### src/rtl/riscv_pkg.sv
// riscv_pkg: shared datapath widths, execute-control encodings and the
// operand-forwarding source enumeration used by the issue stage.
package riscv_pkg;

    localparam int XLEN       = 32;
    localparam int RA_W       = 5;
    localparam int ALU_CNT_W  = 4;
    localparam int COMP_CNT_W = 2;

    // ALU operation encodings carried on ALU_CNT
    localparam logic [ALU_CNT_W-1:0] ALU_ADD   = 4'd0;
    localparam logic [ALU_CNT_W-1:0] ALU_SUB   = 4'd1;
    localparam logic [ALU_CNT_W-1:0] ALU_SLL   = 4'd2;
    localparam logic [ALU_CNT_W-1:0] ALU_SLT   = 4'd3;
    localparam logic [ALU_CNT_W-1:0] ALU_SLTU  = 4'd4;
    localparam logic [ALU_CNT_W-1:0] ALU_XOR   = 4'd5;
    localparam logic [ALU_CNT_W-1:0] ALU_SRL   = 4'd6;
    localparam logic [ALU_CNT_W-1:0] ALU_SRA   = 4'd7;
    localparam logic [ALU_CNT_W-1:0] ALU_OR    = 4'd8;
    localparam logic [ALU_CNT_W-1:0] ALU_AND   = 4'd9;
    localparam logic [ALU_CNT_W-1:0] ALU_PASSB = 4'd10;

    // Branch comparator encodings carried on COMP_CNT
    localparam logic [COMP_CNT_W-1:0] COMP_EQ  = 2'd0;
    localparam logic [COMP_CNT_W-1:0] COMP_NE  = 2'd1;
    localparam logic [COMP_CNT_W-1:0] COMP_LT  = 2'd2;
    localparam logic [COMP_CNT_W-1:0] COMP_LTU = 2'd3;

    typedef enum logic [2:0] {
        FWD_ZERO,
        FWD_EX,
        FWD_MEM,
        FWD_WB,
        FWD_RF
    } fwd_sel_t;

endpackage

### src/rtl/operand_fwd.sv
// operand_fwd: resolves one source operand for the issue stage.
// Picks the newest producer of 'addr' (x0, EX, MEM, WB, register file in
// that priority) and flags a hazard when that producer cannot supply data
// yet (a load sitting in EX, or a MEM writer whose data is still pending).
// Ports:
//   addr, uses, rf_data           source address, use flag, RF read data
//   ex_*                          instruction currently in the issue register
//   mem_valid/pend/rd/data        MEM-stage writer
//   wb_valid/rd/data              WB-stage writer
//   data                          resolved operand value
//   hazard                        source is used and cannot be resolved now
module operand_fwd
    import riscv_pkg::*;
(
    input  logic [RA_W-1:0] addr,
    input  logic            uses,
    input  logic [XLEN-1:0] rf_data,
    input  logic            ex_valid,
    input  logic            ex_writes,
    input  logic            ex_is_load,
    input  logic [RA_W-1:0] ex_rd,
    input  logic [XLEN-1:0] ex_result,
    input  logic            mem_valid,
    input  logic            mem_pend,
    input  logic [RA_W-1:0] mem_rd,
    input  logic [XLEN-1:0] mem_data,
    input  logic            wb_valid,
    input  logic [RA_W-1:0] wb_rd,
    input  logic [XLEN-1:0] wb_data,
    output logic [XLEN-1:0] data,
    output logic            hazard
);

    fwd_sel_t sel;
    logic     addr_nz;

    assign addr_nz = (addr != '0);

    // x0 is checked first, so producers targeting rd=0 can never forward.
    // A load in EX has no result yet; it is skipped here and caught by hazard.
    always_comb begin
        sel = FWD_RF;
        if (!addr_nz)
            sel = FWD_ZERO;
        else if (ex_valid && ex_writes && !ex_is_load && ex_rd == addr)
            sel = FWD_EX;
        else if (mem_valid && mem_rd == addr)
            sel = FWD_MEM;
        else if (wb_valid && wb_rd == addr)
            sel = FWD_WB;
    end

    always_comb begin
        data = rf_data;
        case (sel)
            FWD_ZERO: data = '0;
            FWD_EX:   data = ex_result;
            FWD_MEM:  data = mem_data;
            FWD_WB:   data = wb_data;
            default:  data = rf_data;
        endcase
    end

    assign hazard = uses && addr_nz &&
                    ((ex_valid && ex_is_load && ex_writes && ex_rd == addr) ||
                     (mem_pend && mem_rd == addr));

endmodule

### src/rtl/id_ex_issue.sv
// id_ex_issue: ID/EX issue register with operand forwarding and hazard stall.
// Accepts one decoded instruction per cycle, resolves RS1/RS2 through
// operand_fwd and registers the operands plus execute controls.
// Ports:
//   clk, rst_n                     clock, async active-low reset
//   dec_*                          decode-side instruction and handshake
//   rf_ra1/2, rf_rd1/2             register-file read port
//   ex_result                      result of the instruction in the register
//   mem_fwd_*, wb_fwd_*            later-stage writers
//   flush                          drop the issue register and decode instr
//   ex_valid, ex_ready             execute-side handshake
//   *_out                          registered operands and controls
module id_ex_issue
    import riscv_pkg::*;
(
    input  logic                  clk,
    input  logic                  rst_n,
    input  logic                  dec_valid,
    output logic                  dec_ready,
    input  logic [XLEN-1:0]       dec_pc,
    input  logic [XLEN-1:0]       dec_imm,
    input  logic [RA_W-1:0]       dec_rs1,
    input  logic [RA_W-1:0]       dec_rs2,
    input  logic [RA_W-1:0]       dec_rd,
    input  logic                  dec_uses_rs1,
    input  logic                  dec_uses_rs2,
    input  logic                  dec_writes_rd,
    input  logic                  dec_is_load,
    input  logic [ALU_CNT_W-1:0]  dec_alu_cnt,
    input  logic [COMP_CNT_W-1:0] dec_comp_cnt,
    input  logic                  dec_mux1_cnt,
    input  logic                  dec_mux2_cnt,
    input  logic                  dec_mux3_cnt,
    output logic [RA_W-1:0]       rf_ra1,
    output logic [RA_W-1:0]       rf_ra2,
    input  logic [XLEN-1:0]       rf_rd1,
    input  logic [XLEN-1:0]       rf_rd2,
    input  logic [XLEN-1:0]       ex_result,
    input  logic                  mem_fwd_valid,
    input  logic                  mem_fwd_pend,
    input  logic [RA_W-1:0]       mem_fwd_rd,
    input  logic [XLEN-1:0]       mem_fwd_data,
    input  logic                  wb_fwd_valid,
    input  logic [RA_W-1:0]       wb_fwd_rd,
    input  logic [XLEN-1:0]       wb_fwd_data,
    input  logic                  flush,
    output logic                  ex_valid,
    input  logic                  ex_ready,
    output logic [XLEN-1:0]       pc_out,
    output logic [XLEN-1:0]       rs1_out,
    output logic [XLEN-1:0]       rs2_out,
    output logic [XLEN-1:0]       imm_out,
    output logic [ALU_CNT_W-1:0]  alu_cnt_out,
    output logic [COMP_CNT_W-1:0] comp_cnt_out,
    output logic                  mux1_cnt_out,
    output logic                  mux2_cnt_out,
    output logic                  mux3_cnt_out,
    output logic [RA_W-1:0]       rd_out,
    output logic                  writes_rd_out,
    output logic                  is_load_out
);

    logic [XLEN-1:0] op1, op2;
    logic            haz1, haz2;
    logic            adv;
    logic            accept;

    assign rf_ra1 = dec_rs1;
    assign rf_ra2 = dec_rs2;

    operand_fwd u_fwd_rs1 (
        .addr(dec_rs1), .uses(dec_uses_rs1), .rf_data(rf_rd1),
        .ex_valid(ex_valid), .ex_writes(writes_rd_out), .ex_is_load(is_load_out),
        .ex_rd(rd_out), .ex_result(ex_result),
        .mem_valid(mem_fwd_valid), .mem_pend(mem_fwd_pend),
        .mem_rd(mem_fwd_rd), .mem_data(mem_fwd_data),
        .wb_valid(wb_fwd_valid), .wb_rd(wb_fwd_rd), .wb_data(wb_fwd_data),
        .data(op1), .hazard(haz1)
    );

    operand_fwd u_fwd_rs2 (
        .addr(dec_rs2), .uses(dec_uses_rs2), .rf_data(rf_rd2),
        .ex_valid(ex_valid), .ex_writes(writes_rd_out), .ex_is_load(is_load_out),
        .ex_rd(rd_out), .ex_result(ex_result),
        .mem_valid(mem_fwd_valid), .mem_pend(mem_fwd_pend),
        .mem_rd(mem_fwd_rd), .mem_data(mem_fwd_data),
        .wb_valid(wb_fwd_valid), .wb_rd(wb_fwd_rd), .wb_data(wb_fwd_data),
        .data(op2), .hazard(haz2)
    );

    assign adv = !ex_valid || ex_ready;

    // rst_n gates dec_ready so decode never sees an accept while in reset.
    assign dec_ready = rst_n && adv && !(dec_valid && (haz1 || haz2)) && !flush;
    assign accept    = dec_valid && dec_ready;

    // Issue register: a bubble clears only the qualifying flags; payload holds.
    always_ff @(posedge clk or negedge rst_n) begin
        if (!rst_n) begin
            ex_valid      <= 1'b0;
            writes_rd_out <= 1'b0;
            is_load_out   <= 1'b0;
            pc_out        <= '0;
            rs1_out       <= '0;
            rs2_out       <= '0;
            imm_out       <= '0;
            alu_cnt_out   <= '0;
            comp_cnt_out  <= '0;
            mux1_cnt_out  <= 1'b0;
            mux2_cnt_out  <= 1'b0;
            mux3_cnt_out  <= 1'b0;
            rd_out        <= '0;
        end else if (adv || flush) begin
            if (accept) begin
                ex_valid      <= 1'b1;
                writes_rd_out <= dec_writes_rd;
                is_load_out   <= dec_is_load;
                pc_out        <= dec_pc;
                rs1_out       <= op1;
                rs2_out       <= op2;
                imm_out       <= dec_imm;
                alu_cnt_out   <= dec_alu_cnt;
                comp_cnt_out  <= dec_comp_cnt;
                mux1_cnt_out  <= dec_mux1_cnt;
                mux2_cnt_out  <= dec_mux2_cnt;
                mux3_cnt_out  <= dec_mux3_cnt;
                rd_out        <= dec_rd;
            end else begin
                ex_valid      <= 1'b0;
                writes_rd_out <= 1'b0;
                is_load_out   <= 1'b0;
            end
        end
    end

endmodule

### config.mk
export PLATFORM = sky130hd
export DESIGN_NAME = id_ex_issue
export DESIGN_NICKNAME = d
export VERILOG_FILES = /design/src/rtl/riscv_pkg.sv /design/src/rtl/operand_fwd.sv /design/src/rtl/id_ex_issue.sv
export SDC_FILE = /design/constraint.sdc
export NUM_CORES = 1
export LEC_CHECK = 0
export CAP_MARGIN = 15
export CORE_MARGIN = 1.5
export CORE_UTILIZATION = 30
export CTS_CLUSTER_DIAMETER = 50
export DETAILED_ROUTE_END_ITERATION = 12
export PLACE_DENSITY = 0.63
export SETUP_SLACK_MARGIN = 0.05
export SYNTH_ARGS = -nofsm -noshare
export SYNTH_HDL_FRONTEND = slang
export SYNTH_SLANG_ARGS = --single-unit
### constraint.sdc
create_clock -name clk -period 2.6 [get_ports clk]
set_input_delay 0.39 -clock clk [delete_from_list [all_inputs] [get_ports clk]]
set_output_delay 0.39 -clock clk [all_outputs]
set_load 0.01 [all_outputs]
After elaboration in Yosys (flattened, before gate mapping)

Index checks and enable logic that the tools add are counted.

Output and inout port bits: 156
Logic and storage cells: 75
Flip-flop bits (word level): 145

Eq/ne operators: 12
Reductions and logical operators: 37
Muxes and demuxes: 13

Operators with widths:

| cell                 | number |
|---|---|
| $pmux W32 S4         | 2 |
| $eq A5 B5 Y1         | 6 |
| $mux W3              | 8 |
| $logic_and A1 B1 Y1  | 23 |
| $eq A3 B2 Y1 const B | 4 |
| $reduce_bool A5 Y1   | 2 |
| $eq A3 B1 Y1 const B | 2 |
| $logic_not A3 Y1     | 2 |
| $logic_or A1 B1 Y1   | 5 |
| $logic_not A1 Y1     | 4 |
| $mux W1              | 3 |
| $reduce_and A2 Y1    | 1 |

Depth between registers and ports, before layout

Gate-level depths: netlist of the first run.

Depth after elaboration: 12
Depth in mapped cells: 9
Gate-level depth less buffers: 6

Modules after synthesis

Synthesis of the first run repeated with hierarchy kept, for this count alone.

Cells, all modules: 783
Area total of the unflattened synthesis: 8824.7 sq um

Modules (own cells, without submodules):

| module      | times used | cells an instance | area each (sq um) |
|---|---|---|---|
| id_ex_issue | 1          | 323               | 5674.2 |
| operand_fwd | 2          | 230               | 1575.3 |

Least setup slack after synthesis of the first run

OpenSTA, ideal clock, no wires.

Path type: input-to-reg
Start point: input dec_rs1[1]
End point: register imm_out[21]
Setup time: 0.125 ns
Data arrival time: 2.422 ns
Slack: 0.053 ns
Required time: 2.475 ns
Stages: 9
Buffers on the path: 3
Cell sequence: or4_1 > nand2b_4 > nand3_2 > nor3_1 > or4_1 > buf_2 > buf_6 > buf_6 > mux2_4

Word-level cells in the longest chain between the ends: 11

Ends and longest elaborated chain:

| element                                | line                                 | source |
|---|---|---|
| start, declared                        | id_ex_issue.sv:22                    | `input logic [RA_W-1:0] dec_rs1,` |
| $eq A5 B5 Y1 (on tied branches)        | operand_fwd.sv:65, operand_fwd.sv:66 |  |
| $logic_and A1 B1 Y1 (on tied branches) | operand_fwd.sv:65, operand_fwd.sv:66 |  |
| $logic_or A1 B1 Y1                     | operand_fwd.sv:65                    | `((ex_valid && ex_is_load && ex_writes && ex_rd == addr) \|\|` |
| $logic_and A1 B1 Y1 (*)                | operand_fwd.sv:64                    | `assign hazard = uses && addr_nz &&` |
| $logic_or A1 B1 Y1 (*)                 | id_ex_issue.sv:94                    | `assign dec_ready = rst_n && adv && !(dec_valid && (haz1 \|\| haz2)) && !flush;` |
| $logic_and A1 B1 Y1 (*)                | id_ex_issue.sv:94                    |  |
| $logic_not A1 Y1 (*)                   | id_ex_issue.sv:94                    |  |
| $logic_and A1 B1 Y1 (*) (2 in series)  | id_ex_issue.sv:94                    |  |
| $logic_and A1 B1 Y1 (*)                | id_ex_issue.sv:95                    | `assign accept = dec_valid && dec_ready;` |
| $reduce_and A2 Y1 (no source line) (*) | --                                   |  |
| end signal, assigned                   | id_ex_issue.sv:121                   | `imm_out <= dec_imm;` |
| end, declared                          | id_ex_issue.sv:52                    | `output logic [XLEN-1:0] imm_out,` |

Mark *: on every way between the ends. The rest lies on a longest branch, timed or not.
A chain may end at the register's enable or synchronous reset.

Worst setup path in the final report of the first run

Start point: input dec_rs1[1]
End point: register rs2_out[22]

Word-level cells in the longest chain between the ends: 11

Ends and longest elaborated chain:

| element                                | line                                 | source |
|---|---|---|
| $eq A5 B5 Y1 (on tied branches)        | operand_fwd.sv:65, operand_fwd.sv:66 |  |
| $logic_and A1 B1 Y1 (on tied branches) | operand_fwd.sv:65, operand_fwd.sv:66 |  |
| $logic_or A1 B1 Y1                     | operand_fwd.sv:65                    |  |
| $logic_and A1 B1 Y1 (*)                | operand_fwd.sv:64                    |  |
| $logic_or A1 B1 Y1 (*)                 | id_ex_issue.sv:94                    |  |
| $logic_and A1 B1 Y1 (*)                | id_ex_issue.sv:94                    |  |
| $logic_not A1 Y1 (*)                   | id_ex_issue.sv:94                    |  |
| $logic_and A1 B1 Y1 (*) (2 in series)  | id_ex_issue.sv:94                    |  |
| $logic_and A1 B1 Y1 (*)                | id_ex_issue.sv:95                    |  |
| $reduce_and A2 Y1 (no source line) (*) | --                                   |  |
| end signal, assigned                   | id_ex_issue.sv:120                   | `rs2_out <= op2;` |
| end, declared                          | id_ex_issue.sv:51                    | `output logic [XLEN-1:0] rs2_out,` |

Marked as above.

==> results of run 1 <==
## worst max-delay path by stage
stage | to | slack, ps | depth (start not counted)
finish | rs2_out[22] | 60 | 8
floorplan | imm_out[21] | 50 | 9
CTS | dec_ready | 100 | 8
detailed placement | dec_ready | -540 | 8
global placement | dec_ready | -520 | 8
global route | rs2_out[23] | 50 | 8
## cells by family (layout without fill, tap and decap cells)
family	after synthesis	count (layout)
mux	142	142
other cells	0	2
flops	145	145
compound gates	138	138
buf+inv	108	571
xor+xnor	27	27
simple gates	174	174
## layout by cell type (no fill, tap or decap), types with 2 or more instances in the layout
cell type and instances:
clkinv_8 6, a211oi_1 5, mux2_2 95, nor4_2 2
diode_2 2, mux2i_1 5, o311ai_0 32, nor4_1 6
clkbuf_16 17, nand2b_1 2, or4_4 2, nor2_1 2
clkdlybuf4s50_1 411, nand3_1 5, and2_1 6, buf_4 64
inv_8 4, o221ai_1 2, o21ai_0 3, buf_12 11
a2bb2oi_1 58, nand3b_1 33, mux2_4 42, xor2_1 9
xnor2_1 18, inv_6 4, inv_1 38, nand2_1 65
dfrtp_1 145, dlygate4sd2_1 12, nor3_1 35, nand3_2 3
o22ai_1 5, a311o_1 26
## final cells by class
type	count	area, sq um
fill	2438	13000
multi-input combinational	481	4200
clock inverter	15	194
inverter	38	143
clock buffer	17	425
antenna	2	5.00
sequential	145	3630
tap	341	427
timing repair buffer	501	4950
## through the flow
stage	TNS, ps	hold slack (ps)	cells	worst slack [ps]	power (W)
CTS	0	337	1538	97.8	0.00880
finish	0	365	1540	63.5	0.00868
floorplan	0	94.4	734	52.7	0.00419
global route	0	361	1538	53.0	0.00908
global placement	-61400	209	1505	-518	0.00609
detailed placement	-60990	210	1505	-538	0.00613
## power groups by stage
stage          registers [W]  clock network (W)  logic (W)
2_1_floorplan        0.00331                  0   0.000885
3_3_place_gp         0.00308                  0    0.00300
3_5_place_dp         0.00310                  0    0.00303
4_1_cts              0.00306            0.00270    0.00304
5_1_grt              0.00313            0.00277    0.00318
6_report             0.00306            0.00261    0.00301
## what timing repair did
item,in CTS,in global routing
hold endpoints to repair,8,0
endpoints found under the setup margin,115,0
hold buffers,1,0
resized for setup,20,0
## flip-flops by register name, indices dropped and copies added (netlist names), 2 cells and up
name / flops
imm_out: 32
pc_out: 32
rs1_out: 32
rs2_out: 32
rd_out: 5
alu_cnt_out: 4
comp_cnt_out: 2
## routing by layer
metal  track usage, %  share of wire (%)
met2             41.1                 48
met3             6.94                9.1
met5                0                  0
met1             28.0                 39
met4             8.97                3.3
==> results_dict.tcl, run 1 <==
set metrics [dict create \
    synth-seq-cells 145 \
    dp_hpwl_um 25200 \
    overflow 0 \
    post-route-drc-count 0 \
    p_int_w 0.00599 \
    p_sw_w 0.00269 \
    design_area_sq_um 14000 \
    cp-end-kind "flop" \
    synth_top_family_by_area "multiplexers" \
    wire_per_inst_um 22.3 \
    antenna_found_initial 2 \
    ant_nets 0 \
    finalSetupViolations 0 \
    clkTransAtPathRegs_ps 80 \
    final_core_util_pct 51.8 \
    synth_fa_ha_area_share_pct 0 \
    syn_nets 1004 \
    synth-edff-count 0 \
    slowest_delay_ps 590 \
    ys_async_sr_fraction_pct 100 \
    fp.dieH_um 169 \
    crit_chain "clkdlybuf4s50_1 -> or4_4 -> nand2b_4 -> nand3_2 -> nor3_1 -> or4_4 -> buf_12 -> mux2_4" \
    critPathTopFamily "simple AND/OR/NAND/NOR gates" \
    seq_power_share_pct 35.3 \
    critPathSlowestCell "or4_4" \
    numCtsBuffers 17 \
    dr.pass1.iters 7 \
    critPathMaxFanout 58 \
    power.density_nw_per_um2 621 \
    leakage_nw 5.76 \
    ios 426 \
    vias_per_cell 5.23 \
    cts_root_buf "clkbuf_16" \
    worst_path_most_repeated_cell "or4_4" \
    slew_headroom_pct 41.3 \
    drive_gt1_share_pct 21.9 \
    grt_max_degree 138 \
    synthSimpleGateAreaFrac_pct 11.3 \
    core_area_sq_um 27000 \
    syn_area_per_cell_sq_um 11.3 \
    grt_usage_pct 23.9 \
    cp.arrival_ps 2840 \
    synth_compound_area_share_pct 14.6 \
    seq_area_frac_synth_pct 43.9 \
    outcome "finished clean" \
    synth.top_cell.area_share_pct 43.9 \
    num_rows 60 \
    fmax_mhz 394 \
    synth.area.mux_share_pct 21.2 \
    synth_xor_area_share_pct 2.86 \
    grt_pass1_wl_um 51200 \
    crit_start "dec_rs1[1]" \
    first_iter_violations 633 \
    critPathLaunchType "input pin" \
    cts_buffer_depth 2 \
    switching_share_pct 31.0 \
    ir_worst_vdd_v 0.000425 \
    dieArea_sq_um 28500 \
    synth_cell_types 46 \
    rsz0062_at_grt "false" \
    io_buffers 425 \
    fin_crit_sh_pct 97.6 \
    drt-total-wl_um 34300 \
    ys_dominant_reg_cell "dfrtp_1" \
    htree_levels 4 \
    min_path_type "input pin to async pin" \
    post-cts-setup-buffer-count 0 \
    period_needed_ps 2540 \
    layout.nets 1454 \
    synthTopCellsByCount "dfrtp_1, mux2_2, nand2_1" \
    synth.most_common_cell "dfrtp_1" \
    required_ps 2910 \
    cts_sinks 145 \
    worstMarginPinSlew_ps 881 \
    crit_buf_inv 2 \
    syn_inst 734 \
    gp_congestion 0.857 \
    synth.cell_area_sq_um 8260 \
    drv_cap 0 \
    crit-reg2reg-launch "rd_out[1]" \
    r2r_setup_slack_ps 160 \
    rr_worst_depth 9 \
    synth_top_area_cell "dfrtp_1" \
    area_delta_synth_final_pct 69.1 \
    yosysWarningCount 0 \
    start_util_pct 30.6 \
    finalClockSkew_ps 18.5 \
    slew_viol_final 0 \
    p_clk_share_pct 30.1 \
    combPwrFrac_pct 34.6 \
    placed_area_sq_um 13300 \
    yosys-top-cells-area "dfrtp_1, mux2_2, mux2_4" \
    grt_pass1_vias 8428 \
    r2r-end "rs2_out[1]" \
    cts_tree "built" \
    vias 8057 \
    die_w_um 169 \
    hold_viol_final 0 \
    crit_type "input pin to flop" \
    insertion_delay_ps 430 \
]
No activity file was read; power rests on OpenSTA's default activity.
==> run 2: changes to the inputs <==
--- a/config.mk
+++ b/config.mk
@@ -5,7 +5,7 @@
 export SDC_FILE = /design/constraint.sdc
 export NUM_CORES = 1
 export LEC_CHECK = 0
-export CAP_MARGIN = 15
+export CAP_MARGIN = 20
 export CORE_MARGIN = 1.5
 export CORE_UTILIZATION = 30
 export CTS_CLUSTER_DIAMETER = 50
==> results of run 2 <==
Final layout, timing and power as in run 1 (identical DEF).
==> run 3: changes to the inputs <==
==> constraint.sdc (replaced) <==
create_clock -name clk -period 2.4 [get_ports clk]
set_input_delay 0.36 -clock clk [delete_from_list [all_inputs] [get_ports clk]]
set_output_delay 0.36 -clock clk [all_outputs]
set_load 0.01 [all_outputs]
==> run 3 against run 2 <==
Critical path type unchanged. Register-to-register slack worse by 130 ps. Flip-flop and latch count stayed put. Clock skew is 4.9 ps lower. Non-clock buffer count is 24 higher. Die area stayed put. Largest cell class unchanged. Total power is 11% higher. Global-route usage hardly changed. First-iteration DRC count is 16% lower. Critical endpoint is now rs2_out[30].
==> results_dict.tcl, run 3 (same netlist as run 1, synthesis figures left out) <==
set metrics [dict create \
    numCtsBuffers 17 \
    worst_path_most_repeated_cell "buf_12" \
    area_delta_synth_final_pct 75.8 \
    leakage_nw 6.00 \
    cts_root_buf "clkbuf_16" \
    critPathTopFamily "buffers and inverters" \
    dp.cells 1516 \
    grt_pass1_vias 8439 \
    slew_headroom_pct 44.5 \
    overflow 0 \
    p_sw_w 0.00287 \
    ir_worst_vdd_v 0.000406 \
    rr_worst_depth 10 \
    critPathSlowestCell "clkdlybuf4s50_1" \
    critPathLaunchType "input pin" \
    cts_tree "built" \
    final_cell_mix "clkdlybuf4s50_1, dfrtp_1, mux2_2, buf_4, nand2_1" \
    num_rows 60 \
    layout.nets 1478 \
    grt_max_degree 146 \
    vias_per_cell 5.19 \
    required_ps 2710 \
    first_iter_violations 530 \
    drt-total-wl_um 35100 \
    ios 426 \
    combPwrFrac_pct 35.4 \
    clkTransAtPathRegs_ps 70 \
    period_needed_ps 2380 \
    htree_levels 4 \
    power_w 0.00964 \
    start_util_pct 30.6 \
    outcome "finished clean" \
    finalSetupViolations 0 \
    slew_viol_final 0 \
    crit-reg2reg-launch "rd_out[0]" \
    drv_cap 0 \
    r2r_setup_slack_ps 30 \
    post-route-drc-count 0 \
    cts_buffer_depth 2 \
    worstMarginPinSlew_ps 832 \
    p_int_w 0.00677 \
    switching_share_pct 29.8 \
    power.density_nw_per_um2 664 \
    dr.pass1.iters 4 \
    rsz0062_at_grt "true" \
    antenna_found_initial 2 \
    p_clk_share_pct 30.3 \
    cp.arrival_ps 2690 \
    wire_per_inst_um 22.4 \
    core_area_sq_um 27000 \
    hold_viol_final 0 \
    io_buffers 425 \
    r2r-end "rs2_out[30]" \
    dp_hpwl_um 25400 \
    crit_buf_inv 4 \
    crit_chain "clkdlybuf4s50_1 -> xnor2_1 -> and3_4 -> and2_2 -> buf_12 -> nand3b_1 -> buf_12 -> buf_6 -> a2bb2oi_4 -> mux2_4" \
    insertion_delay_ps 430 \
    die_w_um 169 \
    dieArea_sq_um 28500 \
    fin_cells 1564 \
    slowest_delay_ps 450 \
    grt_usage_pct 23.8 \
    fin_crit_sh_pct 99.0 \
    crit_type "input pin to flop" \
    gp_congestion 0.896 \
    seq_power_share_pct 34.3 \
    finalClockSkew_ps 13.7 \
    cts_sinks 145 \
    cp-end-kind "flop" \
    final_common_cell "clkdlybuf4s50_1" \
    vias 8111 \
    fmax_mhz 421 \
    ant_nets 0 \
    grt_pass1_wl_um 51300 \
    min_path_type "input pin to async pin" \
    fp.dieH_um 169 \
    critPathMaxFanout 9 \
    drive_gt1_share_pct 26.2 \
]
[run 3: cell types whose count changed in the layout (fill, tap and decap cells not counted), moves of 4 or more]
| cell | delta |
|---|---|
| o311ai_0 | -11 |
| o311ai_1 | +10 |
| a2bb2oi_2 | +23 |
| clkinv_8 | -5 |
| buf_6 | +12 |
| a2bb2oi_1 | -24 |
| buf_12 | +4 |
| buf_4 | +5 |
[run 3: how the worst max path moves through the flow]
stage	end	cells past startpoint	startpoint
finish	rs2_out[30]	10	mem_fwd_rd[3]
global route	rs2_out[30]	10	rd_out[0]
CTS	dec_ready	7	rd_out[2]
detailed placement	dec_ready	8	dec_rs1[4]
global placement	dec_ready	8	dec_rs1[4]
floorplan	imm_out[21]	8	dec_rs1[4]
[run 3: through the flow]
stage / cell area (sq um) / TNS (ps) / utilization (%) / hold WS [ps] / worst slack [ps]
after CTS: 14100 / 0 / 52.4 / 163 / 16.2
after detailed placement: 13500 / -78170 / 50.0 / 493 / -621
after global placement: 13500 / -77680 / 50.0 / 486 / -610
after global routing: 14500 / -410 / 53.9 / 199 / -40.6
final: 14500 / 0 / 53.9 / 117 / 23.9
after floorplan: 8300 / -889 / - / 64.4 / -21.5
[run 3: repair_timing]
| action | CTS | global route |
|---|---|---|
| cloned | 0 | 2 |
| buffers inserted | 3 | 9 |
| gates resized for setup | 27 | 60 |
| hold buffers | 0 | 0 |
| pin swaps | 12 | 17 |
| setup endpoints to repair | 142 | 35 |
[run 3: routing by layer]
| metal | wire (um) | up-vias | GRT usage, % |
|---|---|---|---|
| met4 | 1070 | 0 | 8.46 |
| met1 | 13800 | 3998 | 28.5 |
| met3 | 3040 | 59 | 6.87 |
| met5 | 0 | - | 0 |
| li1 | - | 3672 | - |
| met2 | 17200 | 382 | 40.7 |
[run 3: cell type report]
cell class                      count  area [sq um]
Fill cell                        2376         12400
Timing Repair Buffer              525          5260
Multi-Input combinational cell    481          4440
Sequential cell                   145          3630
Clock buffer                       18           439
Tap cell                          341           427
Clock inverter                     14           183
Inverter                           38           143
Antenna cell                        2          5.00
[run 3: power groups by stage]
stage                     clock, W  sequential (W)  combinational, W
after CTS                  0.00299         0.00331           0.00335
after global placement           0         0.00333           0.00329
after global routing       0.00308         0.00338           0.00360
after floorplan                  0         0.00358          0.000965
after detailed placement         0         0.00334           0.00332
final                      0.00292         0.00331           0.00341
[run 3: worst register-to-register path: cells and delay by family (launching register included)]
kind,cells,cell delay [ps]
xor gates and xnor gates,1,150
and+or+nand+nor,2,410
muxes,1,280
AOI/OAI and AO/OA,2,330
DFF,1,430
buffers and inverters,4,660
